==> config.mk <==
export PLATFORM = sky130hd
export DESIGN_NAME = spi_burst_control
export DESIGN_NICKNAME = d
export VERILOG_FILES = /design/src/rtl/coax_pkg.sv /design/src/rtl/spi_burst_control.sv
export SDC_FILE = /design/constraint.sdc
export NUM_CORES = 1
export LEC_CHECK = 0
export CORE_MARGIN = 2
export CORE_UTILIZATION = 48
export CTS_BUF_LIST = sky130_fd_sc_hd__clkbuf_8
export DETAILED_ROUTE_END_ITERATION = 16
export PLACE_DENSITY = 0.9
export SLEW_MARGIN = 20
export SYNTH_ARGS = -nofsm -noshare
export SYNTH_HDL_FRONTEND = slang
export SYNTH_SLANG_ARGS = --single-unit
==> constraint.sdc <==
create_clock -name clk -period 1.4 [get_ports clk]
set_input_delay 0.21 -clock clk [delete_from_list [all_inputs] [get_ports clk]]
set_output_delay 0.21 -clock clk [all_outputs]
set_load 0.05 [all_outputs]
==> src/rtl/coax_pkg.sv <==
// coax_pkg: command codes, FSM encoding and status/word bit positions shared by the SPI burst controller
package coax_pkg;

    localparam logic [3:0] CMD_STATUS   = 4'h1;
    localparam logic [3:0] CMD_RX_RESET = 4'h2;
    localparam logic [3:0] CMD_RX_BURST = 4'h5;

    // Status byte returned by the STATUS command
    localparam int STAT_ACTIVE_BIT = 7;
    localparam int STAT_ERROR_BIT  = 6;
    localparam int STAT_EMPTY_BIT  = 5;

    // Flag positions inside the 16-bit captured RX word
    localparam int WORD_ERROR_BIT = 15;
    localparam int WORD_EMPTY_BIT = 14;

    typedef enum logic [3:0] {
        ST_IDLE,
        ST_STATUS,
        ST_RESET_PULSE,
        ST_RX_COUNT,
        ST_RX_SAMPLE,
        ST_RX_HIGH,
        ST_RX_LOW_WAIT,
        ST_RX_NEXT_WAIT,
        ST_DONE
    } state_t;

    function automatic logic [7:0] status_byte(input logic active, input logic error, input logic empty);
        logic [7:0] b;
        b = '0;
        b[STAT_ACTIVE_BIT] = active;
        b[STAT_ERROR_BIT]  = error;
        b[STAT_EMPTY_BIT]  = empty;
        return b;
    endfunction

    // A zero or oversized burst length request means "as many as allowed"
    function automatic logic [7:0] clamp_burst(input logic [7:0] n, input logic [7:0] max_burst);
        return (n == 8'd0 || n > max_burst) ? max_burst : n;
    endfunction

endpackage

==> src/rtl/spi_burst_control.sv <==
// spi_burst_control: decodes SPI slave command bytes and streams RX FIFO words back as byte pairs
//
// Ports:
//   clk, reset               clock, synchronous active-high reset
//   spi_cs                   chip select (high = deselected, aborts any command)
//   spi_rx_data/strobe       received SPI byte and its one-cycle valid pulse
//   spi_tx_data/strobe       next byte to shift out and its one-cycle load pulse
//   rx_reset                 one-cycle receiver reset pulse
//   rx_active/error/empty    receiver status
//   rx_data                  head word of the RX FIFO
//   rx_read_strobe           one-cycle dequeue pulse for the head word
module spi_burst_control
    import coax_pkg::*;
#(
    parameter int RX_DATA_WIDTH = 10,
    parameter int MAX_BURST     = 16
) (
    input  logic                     clk,
    input  logic                     reset,
    input  logic                     spi_cs,
    input  logic [7:0]               spi_rx_data,
    input  logic                     spi_rx_strobe,
    output logic [7:0]               spi_tx_data,
    output logic                     spi_tx_strobe,
    output logic                     rx_reset,
    input  logic                     rx_active,
    input  logic                     rx_error,
    input  logic                     rx_empty,
    input  logic [RX_DATA_WIDTH-1:0] rx_data,
    output logic                     rx_read_strobe
);

    if (RX_DATA_WIDTH < 9 || RX_DATA_WIDTH > 14 || MAX_BURST < 1 || MAX_BURST > 255) begin : g_param_check
        $error("spi_burst_control: RX_DATA_WIDTH must be 9..14 and MAX_BURST 1..255");
    end

    localparam logic [7:0] MAX_B = 8'(MAX_BURST);

    state_t      state_q, state_d;
    logic [15:0] word_q, word_d;
    logic [7:0]  cnt_q, cnt_d;
    logic [7:0]  tx_data_q, tx_data_d;
    logic        tx_stb_q, tx_stb_d;
    logic        rx_rst_q, rx_rst_d;
    logic        rd_stb_q, rd_stb_d;
    logic        word_stop;

    // A captured error or empty flag ends the burst after this word's low byte
    assign word_stop = word_q[WORD_ERROR_BIT] | word_q[WORD_EMPTY_BIT];

    always_ff @(posedge clk) begin
        if (reset) begin
            state_q   <= ST_IDLE;
            word_q    <= '0;
            cnt_q     <= '0;
            tx_data_q <= '0;
            tx_stb_q  <= 1'b0;
            rx_rst_q  <= 1'b0;
            rd_stb_q  <= 1'b0;
        end else begin
            state_q   <= state_d;
            word_q    <= word_d;
            cnt_q     <= cnt_d;
            tx_data_q <= tx_data_d;
            tx_stb_q  <= tx_stb_d;
            rx_rst_q  <= rx_rst_d;
            rd_stb_q  <= rd_stb_d;
        end
    end

    always_comb begin
        state_d   = state_q;
        word_d    = word_q;
        cnt_d     = cnt_q;
        tx_data_d = tx_data_q;
        tx_stb_d  = 1'b0;
        rx_rst_d  = 1'b0;
        rd_stb_d  = 1'b0;
        unique case (state_q)
            ST_IDLE: begin
                if (spi_rx_strobe) begin
                    state_d = spi_rx_data[3:0] == CMD_STATUS   ? ST_STATUS :
                              spi_rx_data[3:0] == CMD_RX_RESET ? ST_RESET_PULSE :
                              spi_rx_data[3:0] == CMD_RX_BURST ? ST_RX_COUNT : ST_IDLE;
                end
            end
            ST_STATUS: begin
                tx_stb_d  = 1'b1;
                tx_data_d = status_byte(rx_active, rx_error, rx_empty);
                state_d   = ST_DONE;
            end
            ST_RESET_PULSE: begin
                rx_rst_d = 1'b1;
                state_d  = ST_DONE;
            end
            ST_RX_COUNT: begin
                if (spi_rx_strobe) begin
                    cnt_d   = clamp_burst(spi_rx_data, MAX_B);
                    state_d = ST_RX_SAMPLE;
                end
            end
            ST_RX_SAMPLE: begin
                word_d  = {rx_error, rx_empty, 14'(rx_data)};
                state_d = ST_RX_HIGH;
            end
            ST_RX_HIGH: begin
                tx_stb_d  = 1'b1;
                tx_data_d = word_q[15:8];
                state_d   = ST_RX_LOW_WAIT;
            end
            ST_RX_LOW_WAIT: begin
                if (spi_rx_strobe) begin
                    tx_stb_d  = 1'b1;
                    tx_data_d = word_q[7:0];
                    // Error wins over dequeue; an empty word is never dequeued
                    rx_rst_d  = word_q[WORD_ERROR_BIT];
                    rd_stb_d  = ~word_q[WORD_ERROR_BIT] & ~word_q[WORD_EMPTY_BIT];
                    cnt_d     = cnt_q - 8'd1;
                    state_d   = (cnt_q == 8'd1 || word_stop) ? ST_DONE : ST_RX_NEXT_WAIT;
                end
            end
            ST_RX_NEXT_WAIT: begin
                if (spi_rx_strobe) state_d = ST_RX_SAMPLE;
            end
            ST_DONE: state_d = ST_DONE;
            default: state_d = ST_IDLE;
        endcase
        // Deselect overrides the transition but not the outputs computed above
        if (spi_cs) state_d = ST_IDLE;
    end

    assign spi_tx_data    = tx_data_q;
    assign spi_tx_strobe  = tx_stb_q;
    assign rx_reset       = rx_rst_q;
    assign rx_read_strobe = rd_stb_q;

endmodule

==> run summary <==
CTS Buf Count - 5
Reg2Reg Capture Point - cnt_q[1]$_SDFFE_PP0P_
P per Cell Area - 671 nW/µm²
Hold Path Sink - word_q[3]$_SDFFE_PP0P_
first-pass GRT wire length - 11,100 µm
RSZ-0062 raised after global routing - true
diodes inserted - 0
R2R setup slack - -0.49 ns
Reg2Reg Launch Point - state_q[0]$_SDFFE_PP0P_
CP peak stage delay - 0.46 ns
Port Buf Inserts - 35
Die Height - 65.7 µm
DR vias/cell - 6.32
most frequent cells in the layout - buf_4 (51), nand2_1 (31), dfxtp_1 (29), nor2_1 (20), clkdlybuf4s50_1 (19)
Initial Utilization - 0.499
Worst Setup SP - state_q[0]$_SDFFE_PP0P_
worst hold path class - in2reg
final setup vio count - 20
DRC - 0
layout cell share with drive strength beyond 1 - 0.381
Slew HR - 0.670
Worst Path Arrival - 2.03 ns
Worst Tran Pin Value - 0.492 ns
minimum clock period after layout - 1.89 ns
core area - 3660 µm²
CTS clk-pin slew, worst paths - 0.08 ns
final worst setup slack - -0.492 ns
CTS tree - yes
critical path peak fanout - 7
worst-path cell chain - buf_4 > xnor2_1 > buf_4 > nor2_4 > nor2_1 > a211oi_1
routed vias - 2,194
initial antenna violation count - 0
WL final - 7250 µm
row count - 22
Finished Layout Cells - 347
sequential area share after synthesis - 0.383
most used cell, CP - buf_4
total track usage - 0.352
max-slew violation count - 0
Post-CTS Hold Buffers - 0
Yosys Warn Count - 0
fmax - 528 MHz
#FFs+latches synth - 35
Nets - 325
Final Hold Viols - 0
GR Overflow Total - 0
Iter 0 DRT Violations - 215
Area Growth Syn to Fin - 62.2%
DIE AREA - 4320 µm²
WP data required - 1.54 ns
drt pass-1 iters - 6
Mapped Cells - 216
most common cell after layout, fill and taps aside - buf_4
largest net degree at the start of global routing - 14
kind of critical path - reg2reg
Num Clock Sinks - 35
number of flops mapped to enable cells by yosys - 0
Crit-path slowest cell - a211oi_1
Post-DRT Antenna Nets - 0
Worst IR Drop VDD - 0.615 mV
Max clock buf depth - 2
syn_nets - 243
worst r2r path cells - 6
cell count after placement - 337
CP Capture Type - flip-flop
CTS H-tree lvls - 2
Die W - 65.7 µm
outcome - complete, but fails checks
max cap viols - 0
hold_sp - rx_data[3]
CP startpoint kind - flip-flop
I/O pin cnt - 36
fillers - 196
drt wl/cell - 20.9 µm
Main synth FF type - dfxtp_1
Synth top area share - 0.383
CTS root buffer - clkbuf_8
clk_lat worst skew - 0.30 ns
Finished Core Util - 0.810
asr flop ratio synth - 0
Post-DP HPWL - 4160 µm
post-synth cell types - 59
failing checks - negative setup slack
cell accounting for the most synthesized area - dfxtp_1
Mapped Area - 1830 µm²
GP Congestion - 0.900
Worst Hold Depth - 3
vias in the first global route - 2,217
synth top area cells - dfxtp_1 (38%), nand2_1 (6.6%), a21oi_1 (4.7%), nor2_1 (4.1%), nor3_1 (2.2%)
syn avg cell area - 8.46 µm²
fin crit share - 1.35
Pleak - 1.11 nW
skew final - 0.00400 ns
==> critical path, delay by kind of cell (launching register included) <==
family                 cells  cell delay [ns]
AO/OA/AOI/OAI              1             0.46
flip-flops                 1             0.45
buffers and inverters      2             0.36
AND/OR/NAND/NOR            2             0.36
XOR/XNOR                   1             0.10
==> layout make-up <==
type	count	area (µm²)	area share
multi-input cells	162	1200	0.406
repair buffers	89	871	0.294
flip-flops and latches	35	718	0.242
clock buffers	5	68.8	0.0232
well taps	48	60.1	0.0203
clock inverters	3	23.8	0.00802
inverters	5	18.8	0.00633
==> worst max path at each step <==
stage / cells past startpoint / end
after floorplan: 6 / state_q[0]$_SDFFE_PP0P_
after global placement: 5 / cnt_q[0]$_SDFFE_PP0P_
after detailed placement: 5 / cnt_q[0]$_SDFFE_PP0P_
after CTS: 5 / state_q[0]$_SDFFE_PP0P_
after global routing: 6 / cnt_q[1]$_SDFFE_PP0P_
final: 6 / cnt_q[1]$_SDFFE_PP0P_
==> metal layers <==
metal  vias up  routed length [µm]  share of wire  global-route usage
li1        957                   -              -                   -
met1      1026                2730           0.38               0.419
met2       159                3380           0.47               0.563
met3        52                 683          0.094               0.104
met4         0                 457          0.063               0.195
met5         -                   0              0                   0
==> synthesized netlist by cell type (3+ instances only) <==
| cell type | count |
|---|---|
| nand3_1 | 5 |
| nor2_1 | 20 |
| nand2_1 | 32 |
| a221oi_1 | 3 |
| a21oi_1 | 17 |
| inv_1 | 5 |
| a22oi_1 | 5 |
| o21ai_0 | 4 |
| dfxtp_1 | 35 |
| buf_2 | 6 |
| nor3_1 | 8 |
| a311oi_1 | 3 |
| a31oi_1 | 3 |
| clkbuf_1 | 4 |
| a211oi_1 | 4 |
| nand2b_1 | 4 |
==> timing repair <==
action / CTS / global route
setup endpoints to repair: 32 / 33
buffers inserted: 1 / 1
gates resized for setup: 38 / 11
gates cloned: 0 / 0
pin swaps: 16 / 2
==> kinds of logic (layout without fill, tap and decap cells) <==
kind of cell | count (synthesis) | count (layout) | synth area share
compound gates | 58 | 58 | 0.235
xor+xnor | 4 | 4 | 0.0192
fa+ha+maj | 2 | 2 | 0.0137
buf+inv | 19 | 102 | 0.0534
flops | 35 | 35 | 0.383
mux | 1 | 1 | 0.00548
simple gates | 97 | 97 | 0.290
==> state kept, by name, summed over array words and instances, names as in the netlist <==
register        count
word_q             12
spi_tx_strobe       1
rx_read_strobe      1
cnt_q               8
rx_reset            1
state_q             4
spi_tx_data         8
==> power breakdown <==
| part | switching (mW) | internal, mW | total [mW] |
|---|---|---|---|
| clock | 0.418 | 0.355 | 0.773 |
| combinational | 0.101 | 0.119 | 0.220 |
| sequential | 0.00561 | 0.991 | 0.997 |
==> stage by stage <==
stage	power [mW]	setup slack [ns]	hold WS [ns]	cell area [µm²]	setup TNS, ns
floorplan	1.09	-0.0253	0.286	1840	-0.0279
global placement	1.22	-0.447	0.440	2680	-5.58
detailed placement	1.23	-0.609	0.447	2680	-8.13
CTS	1.97	-0.177	0.444	2920	-0.576
global route	2.06	-0.541	0.471	2970	-3.51
finish	1.99	-0.492	0.445	2970	-2.40
No activity file was read; power rests on OpenSTA's default activity.
